## config.mk

```make
export PLATFORM = sky130hd
export DESIGN_NAME = lcd_nibble_controller_flat
export DESIGN_NICKNAME = d
export VERILOG_FILES = /design/src/rtl/lcd_nibble_controller_pkg.sv /design/src/rtl/lcd_nibble_controller_if.sv /design/src/rtl/lcd_nibble_controller_timer.sv /design/src/rtl/lcd_nibble_controller.sv /design/src/flat_wrapper.sv
export SDC_FILE = /design/constraint.sdc
export NUM_CORES = 1
export LEC_CHECK = 0
export ABC_AREA = 1
export CORE_ASPECT_RATIO = 0.75
export CORE_MARGIN = 4
export CORE_UTILIZATION = 54
export DETAILED_ROUTE_END_ITERATION = 12
export HOLD_SLACK_MARGIN = 0.02
export PLACE_DENSITY_LB_ADDON = 0.08
export SYNTH_ARGS = -nofsm -noshare
export SYNTH_HDL_FRONTEND = slang
export SYNTH_SLANG_ARGS = --single-unit
```

## constraint.sdc

```tcl
create_clock -name Clock -period 1.75 [get_ports Clock]
set_input_delay 0.2625 -clock Clock [delete_from_list [all_inputs] [get_ports Clock]]
set_output_delay 0.2625 -clock Clock [all_outputs]
set_load 0.005 [all_outputs]
```

## src/rtl/lcd_nibble_controller_pkg.sv

```systemverilog
// rtl/lcd_nibble_controller_pkg.sv - shared types and constants for the HD44780 nibble controller
package lcd_pkg;

    typedef enum logic [2:0] {
        S_PWR   = 3'd0,
        S_SETUP = 3'd1,
        S_EHIGH = 3'd2,
        S_HOLD  = 3'd3,
        S_GAP   = 3'd4,
        S_IDLE  = 3'd5
    } lcd_state_e;

    typedef enum logic [1:0] {
        IG_4MS   = 2'd0,
        IG_100US = 2'd1,
        IG_40US  = 2'd2
    } init_gap_e;

    localparam int DEF_CNT_W   = 20;
    localparam int DEF_T_PWR   = 750000;
    localparam int DEF_T_4MS   = 205000;
    localparam int DEF_T_100US = 5000;
    localparam int DEF_T_40US  = 2000;
    localparam int DEF_T_LONG  = 82000;
    localparam int DEF_T_SETUP = 2;
    localparam int DEF_T_EHIGH = 12;
    localparam int DEF_T_HOLD  = 1;
    localparam int DEF_T_GAP   = 50;

    localparam logic [7:0] CMD_CLEAR = 8'h01;
    localparam logic [7:0] CMD_HOME  = 8'h02;

    // Power-on 4-bit entry: three 0x3 wake-ups, then 0x2 to switch the bus width.
    function automatic logic [3:0] init_nibble(input logic [1:0] step);
        return (step == 2'd3) ? 4'h2 : 4'h3;
    endfunction

    function automatic init_gap_e init_gap(input logic [1:0] step);
        case (step)
            2'd0:    return IG_4MS;
            2'd1:    return IG_100US;
            default: return IG_40US;
        endcase
    endfunction

endpackage

```

## src/rtl/lcd_nibble_controller_if.sv

```systemverilog
// rtl/lcd_nibble_controller_if.sv - CPU-side nibble write port of the LCD controller
interface lcd_nibble_controller_if;
    logic [3:0] iData;
    logic       iRS;
    logic       iWriteEN;
    logic       oBusy;
    logic       oInitDone;
    logic       oOverrun;

    modport master (
        output iData, iRS, iWriteEN,
        input  oBusy, oInitDone, oOverrun
    );

    modport slave (
        input  iData, iRS, iWriteEN,
        output oBusy, oInitDone, oOverrun
    );
endinterface

```

## src/rtl/lcd_nibble_controller_timer.sv

```systemverilog
// rtl/lcd_nibble_controller_timer.sv - loadable down-counter; a load of N gives N cycles before done
module lcd_delay_timer #(
    parameter int                   P_CNT_W   = 20,
    parameter logic [P_CNT_W-1:0]   P_RST_VAL = '1
) (
    input  logic               Clock,
    input  logic               Reset,
    input  logic               load_i,
    input  logic [P_CNT_W-1:0] load_val_i,
    output logic               done_o
);

    logic [P_CNT_W-1:0] cnt_q, cnt_d;

    always_comb begin
        cnt_d = cnt_q;
        if (load_i) begin
            cnt_d = load_val_i;
        end else if (cnt_q != '0) begin
            cnt_d = cnt_q - 1'b1;
        end
    end

    always_ff @(posedge Clock or posedge Reset) begin
        if (Reset) begin
            cnt_q <= P_RST_VAL;
        end else begin
            cnt_q <= cnt_d;
        end
    end

    // Done on the last cycle, so the counter reaches 0 as the state is left.
    assign done_o = (cnt_q == P_CNT_W'(1));

endmodule

```

## src/rtl/lcd_nibble_controller.sv

```systemverilog
// rtl/lcd_nibble_controller.sv - CPU nibble port to 4-bit HD44780 LCD with power-on init
module lcd_nibble_controller
    import lcd_pkg::*;
#(
    parameter int P_CNT_W   = DEF_CNT_W,
    parameter int P_T_PWR   = DEF_T_PWR,
    parameter int P_T_4MS   = DEF_T_4MS,
    parameter int P_T_100US = DEF_T_100US,
    parameter int P_T_40US  = DEF_T_40US,
    parameter int P_T_LONG  = DEF_T_LONG,
    parameter int P_T_SETUP = DEF_T_SETUP,
    parameter int P_T_EHIGH = DEF_T_EHIGH,
    parameter int P_T_HOLD  = DEF_T_HOLD,
    parameter int P_T_GAP   = DEF_T_GAP
) (
    input  logic                   Clock,
    input  logic                   Reset,
    lcd_nibble_controller_if.slave cpu,
    output logic                   oLCD_E,
    output logic                   oLCD_RS,
    output logic                   oLCD_RW,
    output logic [3:0]             oLCD_D
);

    localparam logic [P_CNT_W-1:0] T_PWR   = P_CNT_W'(P_T_PWR);
    localparam logic [P_CNT_W-1:0] T_4MS   = P_CNT_W'(P_T_4MS);
    localparam logic [P_CNT_W-1:0] T_100US = P_CNT_W'(P_T_100US);
    localparam logic [P_CNT_W-1:0] T_40US  = P_CNT_W'(P_T_40US);
    localparam logic [P_CNT_W-1:0] T_LONG  = P_CNT_W'(P_T_LONG);
    localparam logic [P_CNT_W-1:0] T_SETUP = P_CNT_W'(P_T_SETUP);
    localparam logic [P_CNT_W-1:0] T_EHIGH = P_CNT_W'(P_T_EHIGH);
    localparam logic [P_CNT_W-1:0] T_HOLD  = P_CNT_W'(P_T_HOLD);
    localparam logic [P_CNT_W-1:0] T_GAP   = P_CNT_W'(P_T_GAP);

    lcd_state_e state_q, state_d;
    logic [1:0] step_q, step_d;
    logic       phase_low_q, phase_low_d;
    logic       cur_low_q, cur_low_d;
    logic [3:0] hi_nib_q, hi_nib_d;
    logic [3:0] d_q, d_d;
    logic       rs_q, rs_d;
    logic       init_done_q, init_done_d;
    logic       overrun_q, overrun_d;
    logic       wen_prev_q;

    logic               wr_edge;
    logic               is_long;
    logic               tmr_load;
    logic               tmr_done;
    logic [P_CNT_W-1:0] tmr_val;
    logic [P_CNT_W-1:0] gap_val;

    lcd_delay_timer #(
        .P_CNT_W   (P_CNT_W),
        .P_RST_VAL (T_PWR)
    ) u_timer (
        .Clock      (Clock),
        .Reset      (Reset),
        .load_i     (tmr_load),
        .load_val_i (tmr_val),
        .done_o     (tmr_done)
    );

    // iWriteEN is a level held through the CPU's sync spin; only its rising edge is a write.
    assign wr_edge = cpu.iWriteEN & ~wen_prev_q;
    assign is_long = ~rs_q & (({hi_nib_q, d_q} == CMD_CLEAR) | ({hi_nib_q, d_q} == CMD_HOME));

    always_comb begin
        gap_val = T_GAP;
        if (!init_done_q) begin
            case (init_gap(step_q))
                IG_4MS:   gap_val = T_4MS;
                IG_100US: gap_val = T_100US;
                default:  gap_val = T_40US;
            endcase
        end else if (cur_low_q) begin
            gap_val = is_long ? T_LONG : T_40US;
        end
    end

    always_comb begin
        state_d     = state_q;
        step_d      = step_q;
        phase_low_d = phase_low_q;
        cur_low_d   = cur_low_q;
        hi_nib_d    = hi_nib_q;
        d_d         = d_q;
        rs_d        = rs_q;
        init_done_d = init_done_q;
        overrun_d   = overrun_q;
        tmr_load    = 1'b0;
        tmr_val     = T_SETUP;

        if (wr_edge && (state_q != S_IDLE)) begin
            overrun_d = 1'b1;
        end

        case (state_q)
            S_PWR: begin
                if (tmr_done) begin
                    state_d  = S_SETUP;
                    step_d   = 2'd0;
                    d_d      = init_nibble(2'd0);
                    rs_d     = 1'b0;
                    tmr_load = 1'b1;
                    tmr_val  = T_SETUP;
                end
            end
            S_SETUP: begin
                if (tmr_done) begin
                    state_d  = S_EHIGH;
                    tmr_load = 1'b1;
                    tmr_val  = T_EHIGH;
                end
            end
            S_EHIGH: begin
                if (tmr_done) begin
                    state_d  = S_HOLD;
                    tmr_load = 1'b1;
                    tmr_val  = T_HOLD;
                end
            end
            S_HOLD: begin
                if (tmr_done) begin
                    state_d  = S_GAP;
                    tmr_load = 1'b1;
                    tmr_val  = gap_val;
                end
            end
            S_GAP: begin
                if (tmr_done) begin
                    if (init_done_q) begin
                        state_d = S_IDLE;
                    end else if (step_q == 2'd3) begin
                        state_d     = S_IDLE;
                        init_done_d = 1'b1;
                        phase_low_d = 1'b0;
                    end else begin
                        state_d  = S_SETUP;
                        step_d   = step_q + 2'd1;
                        d_d      = init_nibble(step_q + 2'd1);
                        tmr_load = 1'b1;
                        tmr_val  = T_SETUP;
                    end
                end
            end
            S_IDLE: begin
                if (wr_edge) begin
                    state_d     = S_SETUP;
                    d_d         = cpu.iData;
                    rs_d        = cpu.iRS;
                    cur_low_d   = phase_low_q;
                    phase_low_d = ~phase_low_q;
                    if (!phase_low_q) begin
                        hi_nib_d = cpu.iData;
                    end
                    tmr_load = 1'b1;
                    tmr_val  = T_SETUP;
                end
            end
            default: begin
                state_d = S_PWR;
            end
        endcase
    end

    always_ff @(posedge Clock or posedge Reset) begin
        if (Reset) begin
            state_q     <= S_PWR;
            step_q      <= 2'd0;
            phase_low_q <= 1'b0;
            cur_low_q   <= 1'b0;
            hi_nib_q    <= 4'h0;
            d_q         <= 4'h0;
            rs_q        <= 1'b0;
            init_done_q <= 1'b0;
            overrun_q   <= 1'b0;
            wen_prev_q  <= 1'b0;
        end else begin
            state_q     <= state_d;
            step_q      <= step_d;
            phase_low_q <= phase_low_d;
            cur_low_q   <= cur_low_d;
            hi_nib_q    <= hi_nib_d;
            d_q         <= d_d;
            rs_q        <= rs_d;
            init_done_q <= init_done_d;
            overrun_q   <= overrun_d;
            wen_prev_q  <= cpu.iWriteEN;
        end
    end

    // E comes straight from the state register so an async reset drops it at once.
    assign oLCD_E        = (state_q == S_EHIGH);
    assign oLCD_RS       = rs_q;
    assign oLCD_RW       = 1'b0;
    assign oLCD_D        = d_q;
    assign cpu.oBusy     = (state_q != S_IDLE);
    assign cpu.oInitDone = init_done_q;
    assign cpu.oOverrun  = overrun_q;

endmodule

```

## src/flat_wrapper.sv

```systemverilog
// flat-port wrapper written by rule: the top's interface ports become plain ports
module lcd_nibble_controller_flat import lcd_pkg::*;
#(
    parameter int P_CNT_W   = DEF_CNT_W,
    parameter int P_T_PWR   = DEF_T_PWR,
    parameter int P_T_4MS   = DEF_T_4MS,
    parameter int P_T_100US = DEF_T_100US,
    parameter int P_T_40US  = DEF_T_40US,
    parameter int P_T_LONG  = DEF_T_LONG,
    parameter int P_T_SETUP = DEF_T_SETUP,
    parameter int P_T_EHIGH = DEF_T_EHIGH,
    parameter int P_T_HOLD  = DEF_T_HOLD,
    parameter int P_T_GAP   = DEF_T_GAP
)
  (Clock, Reset, oLCD_E, oLCD_RS, oLCD_RW, oLCD_D, cpu_iData, cpu_iRS, cpu_iWriteEN, cpu_oBusy, cpu_oInitDone, cpu_oOverrun);
  lcd_nibble_controller_if cpu_i ();
  input  logic Clock;
  input  logic Reset;
  output logic oLCD_E;
  output logic oLCD_RS;
  output logic oLCD_RW;
  output logic [3:0] oLCD_D;
  input wire logic [$bits(cpu_i.iData)-1:0] cpu_iData;
  input wire logic [$bits(cpu_i.iRS)-1:0] cpu_iRS;
  input wire logic [$bits(cpu_i.iWriteEN)-1:0] cpu_iWriteEN;
  output wire logic [$bits(cpu_i.oBusy)-1:0] cpu_oBusy;
  output wire logic [$bits(cpu_i.oInitDone)-1:0] cpu_oInitDone;
  output wire logic [$bits(cpu_i.oOverrun)-1:0] cpu_oOverrun;
  assign cpu_i.iData = cpu_iData;
  assign cpu_i.iRS = cpu_iRS;
  assign cpu_i.iWriteEN = cpu_iWriteEN;
  assign cpu_oBusy = cpu_i.oBusy;
  assign cpu_oInitDone = cpu_i.oInitDone;
  assign cpu_oOverrun = cpu_i.oOverrun;
  lcd_nibble_controller #(.P_CNT_W(P_CNT_W), .P_T_PWR(P_T_PWR), .P_T_4MS(P_T_4MS), .P_T_100US(P_T_100US), .P_T_40US(P_T_40US), .P_T_LONG(P_T_LONG), .P_T_SETUP(P_T_SETUP), .P_T_EHIGH(P_T_EHIGH), .P_T_HOLD(P_T_HOLD), .P_T_GAP(P_T_GAP)) u_core (.Clock(Clock), .Reset(Reset), .cpu(cpu_i), .oLCD_E(oLCD_E), .oLCD_RS(oLCD_RS), .oLCD_RW(oLCD_RW), .oLCD_D(oLCD_D));
endmodule
```

==> summary.md <==
| Metric | Value |
|---|---|
| Status | `finished with violations` |
| Violated checks | `setup timing` |
| Post-place instance area | `3230 um^2` |
| CTS tree | `yes` |
| Period utilization | `1.00` |
| Drt total wl | `7250 um` |
| Share of layout cells above drive strength 1 | `0.289` |
| Synth warn | `0` |
| # rows | `22` |
| Routed Antenna Nets | `0` |
| Top-count cell post-synth | `nand2_1` |
| CTS Sinks | `39` |
| GPL Wtd Cong | `roughly 0.93` |
| Antenna cell count | `0` |
| Worst EP required | `around 1.9 ns` |
| Vias per inst | `~5.3` |
| Seq/Total Area, Yosys | `0.361` |
| Synth top cells by count | `104 x nand2_1, 59 x nor2_1, 44 x inv_1, 29 x dfrtp_1, 29 x nand3_1` |
| Post-synth top area share | `0.265` |
| Die H | `~70 um` |
| Pleak | `1.78 nW` |
| Top FF cell, synth | `dfrtp_1` |
| WP data arrival | `approximately 1.9 ns` |
| Vias in the first global route | `2,478` |
| Synthesis-to-layout area growth | `31.4%` |
| Root buffer cell | `clkbuf_8` |
| I/O pins | `18` |
| R2r setup slk | `-0.003 ns` |
| Initial antenna violation count | `0` |
| DPL Wire Length | `around 5300 um` |
| Initial Util | `0.559` |
| Die width | `90.2 um` |
| Die area | `6280 um^2` |
| Clk slew on worst S/H paths | `0.08 ns` |
| Number of remaining DRC errors | `0` |
| Largest net degree at the start of global routing | `40` |
| GRT Util Overall | `0.229` |
| Mean post-synth cell area | `between 7 and 8 um^2` |
| Leading area contributor after synthesis | `dfrtp_1` |
| Slowest stage cell on the critical path | `dfstp_2` |
| Busiest layer in global routing | `met1` |
| Core Area | `between 4000 and 5000 um^2` |
| Final Cell Area | `about 3600 um^2` |
| GR Layer Usage met3 | `0.0477` |
| Number of port buffers | `16` |
| Final #Nets | `469` |
| Mapped Area | `roughly 2700 um^2` |
| Peak Freq | `0.571 GHz` |
| Final min period | `~1.8 ns` |
| M1 GR Usage | `0.366` |
| Starting DRC count in detailed routing | `between 150 and 200` |
| GR Util met2 | `0.323` |
| Crit Path Category | `register to register` |
| Filler cells | `366` |
| Final worst slack | `-0.00273 ns` |
| Flops & latches, synth | `39` |
| Async S/R FF share, synth | `1.00` |
| H-tree depth | `2` |
| Drt wl/cell | `between 10 and 15 um` |
| Cell count after synthesis | `379` |
| Worst IR Drop VDD | `between 0.0005 and 0.0006 V` |
| Final hold vios | `0` |
| Syn_nets | `395` |
| Post-synth EDFFs | `0` |
| Crit path launch type | `register` |
| Via count | `~2,700` |
| RSZ-0062 raised after global routing | `yes` |
| First-pass detailed-route iteration total | `6` |
| Maxcap violations | `0` |
| CP Cell Sequence | `nor2_2, nand2_2, nor2_8, nand2_4, nor2_4, nor2_4, nand2_8, nor2_4, a21oi_2` |
| Post-synth cell types | `32` |
| Max Fanout on Critical Path | `8` |
| Setup Viol. Count Final | `1` |
| First-pass GRT wire length | `11,800 um` |
| Worst path most repeated cell | `nor2_4` |
| Area contributors post-synth | `dfrtp_1 27%, nand2_1 14%, dfstp_2 9.6%, nor2_1 8.1%, inv_1 6.0%` |
| Hold WC Path Type | `primary input to asynchronous set/reset pin` |
| Final Util | `0.734` |
| CTS buffer count | `5` |
| P per Cell Area | `~460 nW/um^2` |
| Clk_lat worst skew | `about 0.29 ns` |
| GRT overflow | `0` |
| Slew Limit Fails | `0` |
| Slowest cell delay on critical path | `~0.55 ns` |
| Endpoint class of the critical path | `register` |
| Clock skew | `roughly 0.0053 ns` |
| Longest Clk Path Bufs | `2` |
worst paths after layout:
| path | from | to | cells past startpoint |
|---|---|---|---|
| worst max register to register | u_core.u_timer.cnt_q[8] | u_core.u_timer.cnt_q[9] | 9 |
| worst min-delay path | Reset | u_core.u_timer.cnt_q[10] | 3 |
| max in group asynchronous | Reset | u_core.u_timer.cnt_q[19] | 3 |
| worst min register to register | u_core.cpu.oOverrun | u_core.cpu.oOverrun | 1 |
| worst max-delay path | u_core.u_timer.cnt_q[8] | u_core.u_timer.cnt_q[9] | 9 |
| min in group Clock | cpu_iWriteEN | u_core.wen_prev_q | 1 |
sequential cells by signal (all words and copies together), names as in the netlist:
register / count
u_core.cpu.oInitDone: 1
u_core.cpu.oOverrun: 1
u_core.cur_low_q: 1
u_core.hi_nib_q: 4
u_core.oLCD_D: 4
u_core.oLCD_RS: 1
u_core.phase_low_q: 1
u_core.state_q: 3
u_core.step_q: 2
u_core.u_timer.cnt_q: 20
u_core.wen_prev_q: 1
cell families after synthesis:
logic type	synth area share
compound gates	0.0759
flops	0.361
buf+inv	0.0672
xor+xnor	0.0384
other cells	0.00137
fa+ha+maj	0.0366
simple gates	0.420
cell type report:
| cell class | count | area, um^2 | share of cell area |
|---|---|---|---|
| multi-input cells | 292 | 1680 | 0.468 |
| flip-flops and latches | 39 | 988 | 0.275 |
| repair buffers | 68 | 572 | 0.159 |
| inverters | 47 | 179 | 0.0498 |
| clock buffers | 8 | 100 | 0.0278 |
| well taps | 60 | 75.1 | 0.0209 |
routing by layer:
| layer | vias to the layer above | wire length, um | part of all wire |
|---|---|---|---|
| met5 | - | 0 | 0 |
| met4 | 0 | 48 | 0.0066 |
| met3 | 7 | 486 | 0.067 |
| met2 | 99 | 3170 | 0.44 |
| met1 | 1281 | 3550 | 0.49 |
| li1 | 1344 | - | - |
placed cells by master, fill, tap and decap left out, types with 9 or more instances in the layout:
cell type,n
buf_4,48
clkdlybuf4s50_1,14
dfrtp_1,29
dfstp_2,10
inv_1,40
nand2_1,101
nand3_1,24
nand4_1,10
nor2_1,51
nor2_2,9
nor2_4,10
o21ai_0,12
xor2_1,10
worst max-delay path, delay by kind of cell (launching register included):
kind             cells  cell delay [ns]
AND/OR/NAND/NOR      8             1.01
flip-flops           1             0.55
AO/OA/AOI/OAI        1             0.06
stage by stage:
stage	TNS (ns)	power [W]	hold WS (ns)	cells	worst slack, ns
5_1_grt	-0.647	0.00172	0.347	514	-0.0846
4_1_cts	0	0.00167	0.336	503	0.000499
3_5_place_dp	-0.276	0.00100	0.464	487	-0.0667
3_3_place_gp	-0.214	0.00100	0.459	487	-0.0464
6_report	-0.00273	0.00166	0.325	514	-0.00273
2_1_floorplan	0	0.000965	0.294	379	0.0496
report_power, final:
| group | internal (W) | total, W | switching, W |
|---|---|---|---|
| clock network | 0.000360 | 0.000673 | 0.000313 |
| registers | 0.000912 | 0.000917 | 0.00000434 |
| logic | 0.0000288 | 0.0000672 | 0.0000384 |
repair_timing:
item,4_1_cts,5_1_grt
pin swaps,5,18
endpoints found under the hold margin,0,0
hold buffers,0,0
resized for setup,9,34
setup endpoints to repair,15,29
cloned,0,0
setup buffers,8,12
(Power assumes the default switching activity.)
